[src/rtl/sync_filter.sv]
// sync_filter: per-channel multi-flop synchroniser followed by a stability
// filter. A channel's output level only follows the synchronised input after
// the input has disagreed with the output for FILT consecutive cycles.
// Registered one-cycle edge pulses and a sticky "glitch" flag that records
// abandoned transitions are produced alongside the filtered level.
//
// Handshake: none. Every input is sampled on each rising I_CLK edge, and every
// output is a flop, so outputs change only just after a rising edge.
module sync_filter #(
  parameter int              CH      = 1,
  parameter int              STAGES  = 2,
  parameter int              FILT    = 1,
  parameter logic [CH-1:0]   RST_VAL = {CH{1'b0}}
) (
  input  logic          I_CLK,
  input  logic          I_RST_N,
  input  logic [CH-1:0] I_D,
  input  logic          I_CLR,
  output logic [CH-1:0] O_Q,
  output logic [CH-1:0] O_RISE,
  output logic [CH-1:0] O_FALL,
  output logic [CH-1:0] O_GLITCH
);

  // Counter width: enough to hold FILT-1, never narrower than one bit.
  localparam int CW = (FILT > 1) ? $clog2(FILT) : 1;

  // Terminal count: the value at which a pending transition is accepted.
  localparam logic [CW-1:0] CNT_MAX = CW'(FILT - 1);
  localparam logic [CW-1:0] CNT_ONE = CW'(1);

  // ---------------------------------------------------------------------------
  // Storage
  // ---------------------------------------------------------------------------

  // Synchroniser chain. Entry 0 captures the asynchronous input; entry
  // STAGES-1 is the settled sample that the filter looks at.
  logic [CH-1:0] sync_q [STAGES];

  // Filtered level and its next-state value.
  logic [CH-1:0] level_q;
  logic [CH-1:0] level_d;

  // Per-channel run counters: number of consecutive cycles the settled
  // sample has disagreed with the filtered level.
  logic [CW-1:0] cnt_q [CH];
  logic [CW-1:0] cnt_d [CH];

  // Registered edge pulses and sticky glitch flags.
  logic [CH-1:0] rise_q;
  logic [CH-1:0] fall_q;
  logic [CH-1:0] glitch_q;

  // Combinational helpers.
  logic [CH-1:0] settled;
  logic [CH-1:0] glitch_set;
  logic [CH-1:0] rise_d;
  logic [CH-1:0] fall_d;
  logic [CH-1:0] glitch_d;

  assign settled = sync_q[STAGES-1];

  // ---------------------------------------------------------------------------
  // Synchroniser chain
  // ---------------------------------------------------------------------------

  // Plain flop-to-flop shift; nothing sits between stages so each stage gets
  // a full cycle to resolve metastability.
  always_ff @(posedge I_CLK) begin
    if (!I_RST_N) begin
      for (int k = 0; k < STAGES; k++) begin
        sync_q[k] <= RST_VAL;
      end
    end else begin
      sync_q[0] <= I_D;
      for (int k = 1; k < STAGES; k++) begin
        sync_q[k] <= sync_q[k-1];
      end
    end
  end

  // ---------------------------------------------------------------------------
  // Stability filter
  // ---------------------------------------------------------------------------

  // Per channel: agreement clears the run (and flags an abandoned run as a
  // glitch); disagreement either extends the run or, at the terminal count,
  // moves the filtered level to the new value. With FILT=1 the terminal
  // count is zero, so any disagreement is accepted at once and no run ever
  // builds up, which means the glitch condition can never be met.
  always_comb begin
    level_d    = level_q;
    glitch_set = '0;
    for (int i = 0; i < CH; i++) begin
      cnt_d[i] = '0;
      if (settled[i] == level_q[i]) begin
        glitch_set[i] = (cnt_q[i] != '0);
      end else if (cnt_q[i] == CNT_MAX) begin
        level_d[i] = settled[i];
      end else begin
        cnt_d[i] = cnt_q[i] + CNT_ONE;
      end
    end
  end

  // Edge pulses are derived from the level about to be registered, so a
  // pulse is high in exactly the cycle the new level first appears.
  // A glitch in the same cycle as a clear request wins over the clear.
  always_comb begin
    rise_d   = level_d & ~level_q;
    fall_d   = ~level_d & level_q;
    glitch_d = glitch_set | (glitch_q & ~{CH{I_CLR}});
  end

  // Filter state and output registers; reset discards any pending run and
  // leaves every pulse and flag low.
  always_ff @(posedge I_CLK) begin
    if (!I_RST_N) begin
      level_q  <= RST_VAL;
      rise_q   <= '0;
      fall_q   <= '0;
      glitch_q <= '0;
      for (int i = 0; i < CH; i++) begin
        cnt_q[i] <= '0;
      end
    end else begin
      level_q  <= level_d;
      rise_q   <= rise_d;
      fall_q   <= fall_d;
      glitch_q <= glitch_d;
      for (int i = 0; i < CH; i++) begin
        cnt_q[i] <= cnt_d[i];
      end
    end
  end

  // ---------------------------------------------------------------------------
  // Outputs
  // ---------------------------------------------------------------------------

  assign O_Q      = level_q;
  assign O_RISE   = rise_q;
  assign O_FALL   = fall_q;
  assign O_GLITCH = glitch_q;

endmodule
[config.mk]
export PLATFORM = sky130hd
export DESIGN_NAME = sync_filter
export DESIGN_NICKNAME = d
export VERILOG_FILES = /design/src/rtl/sync_filter.sv
export SDC_FILE = /design/constraint.sdc
export NUM_CORES = 1
export LEC_CHECK = 0
export ABC_AREA = 0
export BUFFER_PORTS_ARGS = -buffer_cell sky130_fd_sc_hd__buf_2
export CAP_MARGIN = 40
export CORE_AREA = 3 3 40 42
export CTS_BUF_LIST = sky130_fd_sc_hd__clkbuf_8
export DETAILED_ROUTE_END_ITERATION = 10
export DIE_AREA = 0 0 43 45
export GPL_TIMING_DRIVEN = 1
export HOLD_SLACK_MARGIN = 0.02
export PLACE_DENSITY = 0.31
export SYNTH_ARGS = -nofsm -noshare
export SYNTH_HDL_FRONTEND = slang
export SYNTH_SLANG_ARGS = --single-unit
export TNS_END_PERCENT = 20
[constraint.sdc]
create_clock -name I_CLK -period 0.8 [get_ports I_CLK]
set_input_delay 0.04 -clock I_CLK [delete_from_list [all_inputs] [get_ports I_CLK]]
set_output_delay 0.04 -clock I_CLK [all_outputs]
set_load 0.02 [all_outputs]
Word level (Yosys, flattened, before mapping)
Memories as Yosys holds them, arrays and structs flattened.
Cells that the tools add are included.
{"block": "totals", "ff_bits": 4, "ramBits": 3, "inputBits": 4, "out_inout_bits": 4, "wordCells": 29, "n_memories": 2}
{"block": "op_classes", "n_addsub": 1, "n_eq_ne": 1, "mux": 11, "n_bitwise": 9, "reduce_logical": 1}
{"memory": "sync_q", "depth": 2, "width": 1, "read_ports": 2, "rd_clocked_by_memory_dff": 0, "write_ports": 2, "line": "38", "text": "logic [CH-1:0] sync_q [STAGES];"}
{"memory": "cnt_q", "depth": 1, "width": 1, "read_ports": 1, "rd_clocked_by_memory_dff": 0, "write_ports": 1, "line": "46", "text": "logic [CW-1:0] cnt_q [CH];"}
{"cell": "1-bit two-way mux", "count": 11}
{"cell": "1-bit bitwise AND", "count": 3}
{"cell": "1-bit inverter", "count": 3}
{"cell": "1-bit OR", "count": 3}
{"cell": "1-bit adder, second input constant", "count": 1}
{"cell": "1-bit == test", "count": 1}
{"cell": "1-bit OR reduction", "count": 1}

Depth between registers and ports, before layout
{"block": "depth", "word_depth": 4, "depth_mapped": 1, "depth_no_buf": 1}

Worst setup path after synthesis
OpenSTA, ideal clock, no wires.
{"block": "synth_timing", "path_type": "register -> register", "start": "register level_q (netlist: O_Q)", "end": "register rise_q (netlist: O_RISE)", "setup_ns": 0.116, "arrival_ns": 0.613, "required_ns": 0.684, "path_slack_ns": 0.071, "path_stages_with_launch": 2, "path_buffers": 0, "synth_period_minus_slack_ns": 0.729, "cell_sequence": "dfxtp_1 -> and3b_1"}
{"block": "synth_between", "elab_chain_cells": 3, "elab_cells_between_ends": 5, "classes_between": "1 x eq/ne; 2 x mux; 2 x bitwise"}
{"element": "start, declared", "line": "41", "text": "logic [CH-1:0] level_q;"}
{"element": "start signal, assigned", "line": "127", "text": "level_q <= level_d;"}
{"element": "1-bit two-way mux or 1-bit == test (tied branches)", "line": "98, 96"}
{"element": "1-bit two-way mux", "line": "96", "text": "if (settled[i] == level_q[i]) begin"}
{"element": "1-bit bitwise AND (*)", "line": "110", "text": "rise_d = level_d & ~level_q;"}
{"element": "end signal, assigned", "line": "128", "text": "rise_q <= rise_d;"}
{"element": "end, declared", "line": "50", "text": "logic [CH-1:0] rise_q;"}
Every way passes the cells marked *; elsewhere a longest branch is shown, timed or not.
A chain may end at the register's enable or synchronous reset.

Worst setup path in the final report
{"block": "layout_timing", "start": "register level_q (netlist: O_Q)", "end": "output port O_Q"}
{"element": "end, declared", "line": "19", "text": "output logic [CH-1:0] O_Q,"}
No word-level cell between the ends.

==> results.md <==
* Final period demand of the worst path at 0.755 ns
* Hold-fix buffers, CTS at 0
* Highest signal layer in the routed design: met3
* Worst reg2reg setup slack at 0.17 ns
* Hold WS at approximately 0.04 ns
* Slowest stage delay, CP at approximately 0.34 ns
* Share of cells above drive strength 1 at between 50 and 60%
* Total via count after detailed routing at about 120
* Clock network fraction of total power at around 57%
* Via count of the first global-routing pass at between 100 and 150
* Cell family contributing the most delay on the critical path: flip-flops
* FF-to-FF End: O_RISE
* Synth Area in Adders at 0%
* Xor and xnor fraction of the mapped netlist area at 0%
* Final setup fails at 0
* Post-route clock period utilization at a little over nine tenths
* Top cells by instance count after synthesis: sky130_fd_sc_hd__dfxtp_1 (6), sky130_fd_sc_hd__and2_2 (3), sky130_fd_sc_hd__and3b_1 (3)
* I/O pin cnt at 8
* Critical path start-end classification: flip-flop to primary output
* Clock sink total at 6
* Endpoint required time on the critical path at 0.76 ns
* Setup repair after global routing missed its margin: false
* Terminating pin of the worst hold path: sync_q[0][0]
* Share of cell area taken by muxes after synthesis at 0%
* YS warnings at 0
* Die W at ~43 µm
* Register area share after synthesis at between 70% and 80%
* Flops & latches, synth at 6
* Global-route wire length before repair at around 450 µm
* Number of buffers on the longest clock path at 2
* Compound-gate portion of the synthesized area at 0%
* Smallest setup slack after layout at ~0.045 ns
* Final #Nets at 28
* Tightest Hold Check Type: input port to flip-flop
* P_int at around 650 µW
* Highest net fanout along the worst path at 3
* Number of synthesized flops with an enable pin at 0
* Switching power total at ~130 µW
* Post-synth top area cell: sky130_fd_sc_hd__dfxtp_1
* Synth Flop Type: sky130_fd_sc_hd__dfxtp_1
* Mean cell area of the mapped netlist at 14.1 µm²
* CTS tree: built
* Most area-consuming cells after synthesis: sky130_fd_sc_hd__dfxtp_1 (71%), sky130_fd_sc_hd__and3b_1 (16%), sky130_fd_sc_hd__and2_2 (13%)
* Remaining number of nets flagged by the antenna check after routing at 0
* Count of different cell masters after synthesis at 3
* Detail-routed via count per cell at roughly 3.3
* Core area at 1280 µm²
* Buffers and inverters on the worst path at 1
* Combinational group share of total power at 3.2%
* Hold Fails Final Rpt at 0
* CP Launch Type: flip-flop
* Remaining design rule violation count at 0
* Worst clock skew at about 0.00055 ns
* Number of cells on the worst reg-to-reg path at 1
* RePlAce Congestion at 0.518
* Drt pass-1 iters at 2
* Proportion of netlist area held by the largest area contributor at a little under three quarters
* Crit path capture type: primary output
* Aggregate routed wire length at 273 µm
* Worst hold start: I_D
* Area growth from synthesis to layout at 57.8%
* # port buffers at 7
* DP Area at between 200 and 250 µm²
* Synth async-reset ratio at 0%
* Instance count along the most critical hold path at 2
* Number of gates resized after CTS at 0
* Critical Path, Cell by Cell: buf_4
* IR drop worst, VDD at 1410 µV
* Count of pins over their slew limit at 0
* Max-cap violation count at 0
* Antenna violations before repair at 0
* Clk slew on worst S/H paths at about 0.04 ns
* Post-route cell area at 267 µm²
* Grt total ovfl at 0
* Gate Count Post-Synth at 12
* Max Clk Rate at about 1.3 GHz
* Post-CTS setup buffers at 0
* Fill cells at about 140
* Outcome: finished, final reports clean
* Antenna Cells at 0
* Wire length on met1 at approximately 110 µm
* WP data arrival at 0.72 ns
* Iteration-0 DRC Markers at 2
* Largest net degree at the start of global routing at 7
* Chip height at about 45 µm
* Cell with the largest stage delay on the worst path: sky130_fd_sc_hd__dfxtp_1
* PD cells at between 2000 and 3000 nW/µm²
* Reg2Reg Launch Point: O_Q
* Num CTS Buffers at 3
* Met2 layer wire length in the routed design at roughly 110 µm
* WL met3 at just over 60 µm
* Relative contribution of sequential cells to total power at about 40%
* Clk_lat worst skew at about 0.22 ns
* Most used standard cell by instance count after synthesis: sky130_fd_sc_hd__dfxtp_1
* Synth Area in Simple Gates at 28.9%
* Routed WL per cell at about 7.4 µm
* Final-layout setup total negative slack at 0 ns
* Worst slew margin at between 90% and 100%
* Overall global routing resource usage at 4.00%
* H-tree Lvls at 1
* LEAKAGE at 0.000136 µW
* Placement Setup Slack at ~0.18 ns
* Die area at between 1500 and 2000 µm²
* Number of rows in the core area at 13
* Cell at the root of the clock tree: sky130_fd_sc_hd__clkbuf_8
* Switching Fraction at roughly 17%
* Cell Area, Synth at 169 µm²
* Initial Util at 13.1%
* Pin slew with the least headroom to its limit at ~0.10 ns
* Dominant combinational cell family by area after synthesis: simple AND/OR/NAND/NOR gates
* Net count of the mapped netlist at 16
[cell usage in the layout (no fill, tap or decap), drive strengths merged]
cell	count
buf	7
and3b	3
clkbuf	3
dfxtp	6
and2	3
[state kept, by name, summed over array words and instances (netlist names)]
register	flops
O_GLITCH	1
O_Q	1
sync_q	2
O_FALL	1
O_RISE	1
[worst max-delay path by stage]
stage	startpoint	to	slack (ns)	cells past startpoint
after global routing	O_Q	O_Q	0.01	1
after CTS	O_Q	O_Q	0.02	1
after detailed placement	O_Q	O_RISE	0.18	1
after global placement	O_Q	O_RISE	0.18	1
final	O_Q	O_Q	0.04	1
after floorplan	O_Q	O_RISE	0.07	1
[power groups by stage]
stage / clock network (µW) / logic (µW) / registers (µW)
after floorplan: 0 / 7.24 / 320
after global placement: 0 / 24.7 / 316
after detailed placement: 0 / 24.9 / 316
after CTS: 453 / 24.8 / 312
after global routing: 475 / 27.6 / 313
final: 443 / 25.0 / 312
[cell families after synthesis]
| family | Yosys count |
|---|---|
| simple gates | 6 |
| flops | 6 |
[per-stage QoR]
stage          cells  util (%)  total power [µW]
2_1_floorplan     12         -               328
3_3_place_gp      34      17.3               341
3_5_place_dp      34      17.3               341
4_1_cts           37      20.5               790
5_1_grt           37      20.7               816
6_report          37      20.7               780
[layout make-up]
cell class / count / area [µm²] / area share (%)
clock buffers: 3 / 41.3 / 15.5
flip-flops and latches: 6 / 120 / 45.1
multi-input cells: 6 / 48.8 / 18.3
well taps: 15 / 18.8 / 7.04
repair buffers: 7 / 37.5 / 14.1
[routing by layer]
| layer | track usage, % | vias to the layer above |
|---|---|---|
| met5 | 0 | - |
| met4 | 3.61 | 0 |
| met3 | 6.37 | 0 |
| met2 | 4.19 | 10 |
| met1 | 2.90 | 53 |
| li1 | - | 59 |
Power figures use the tool's default switching activity.
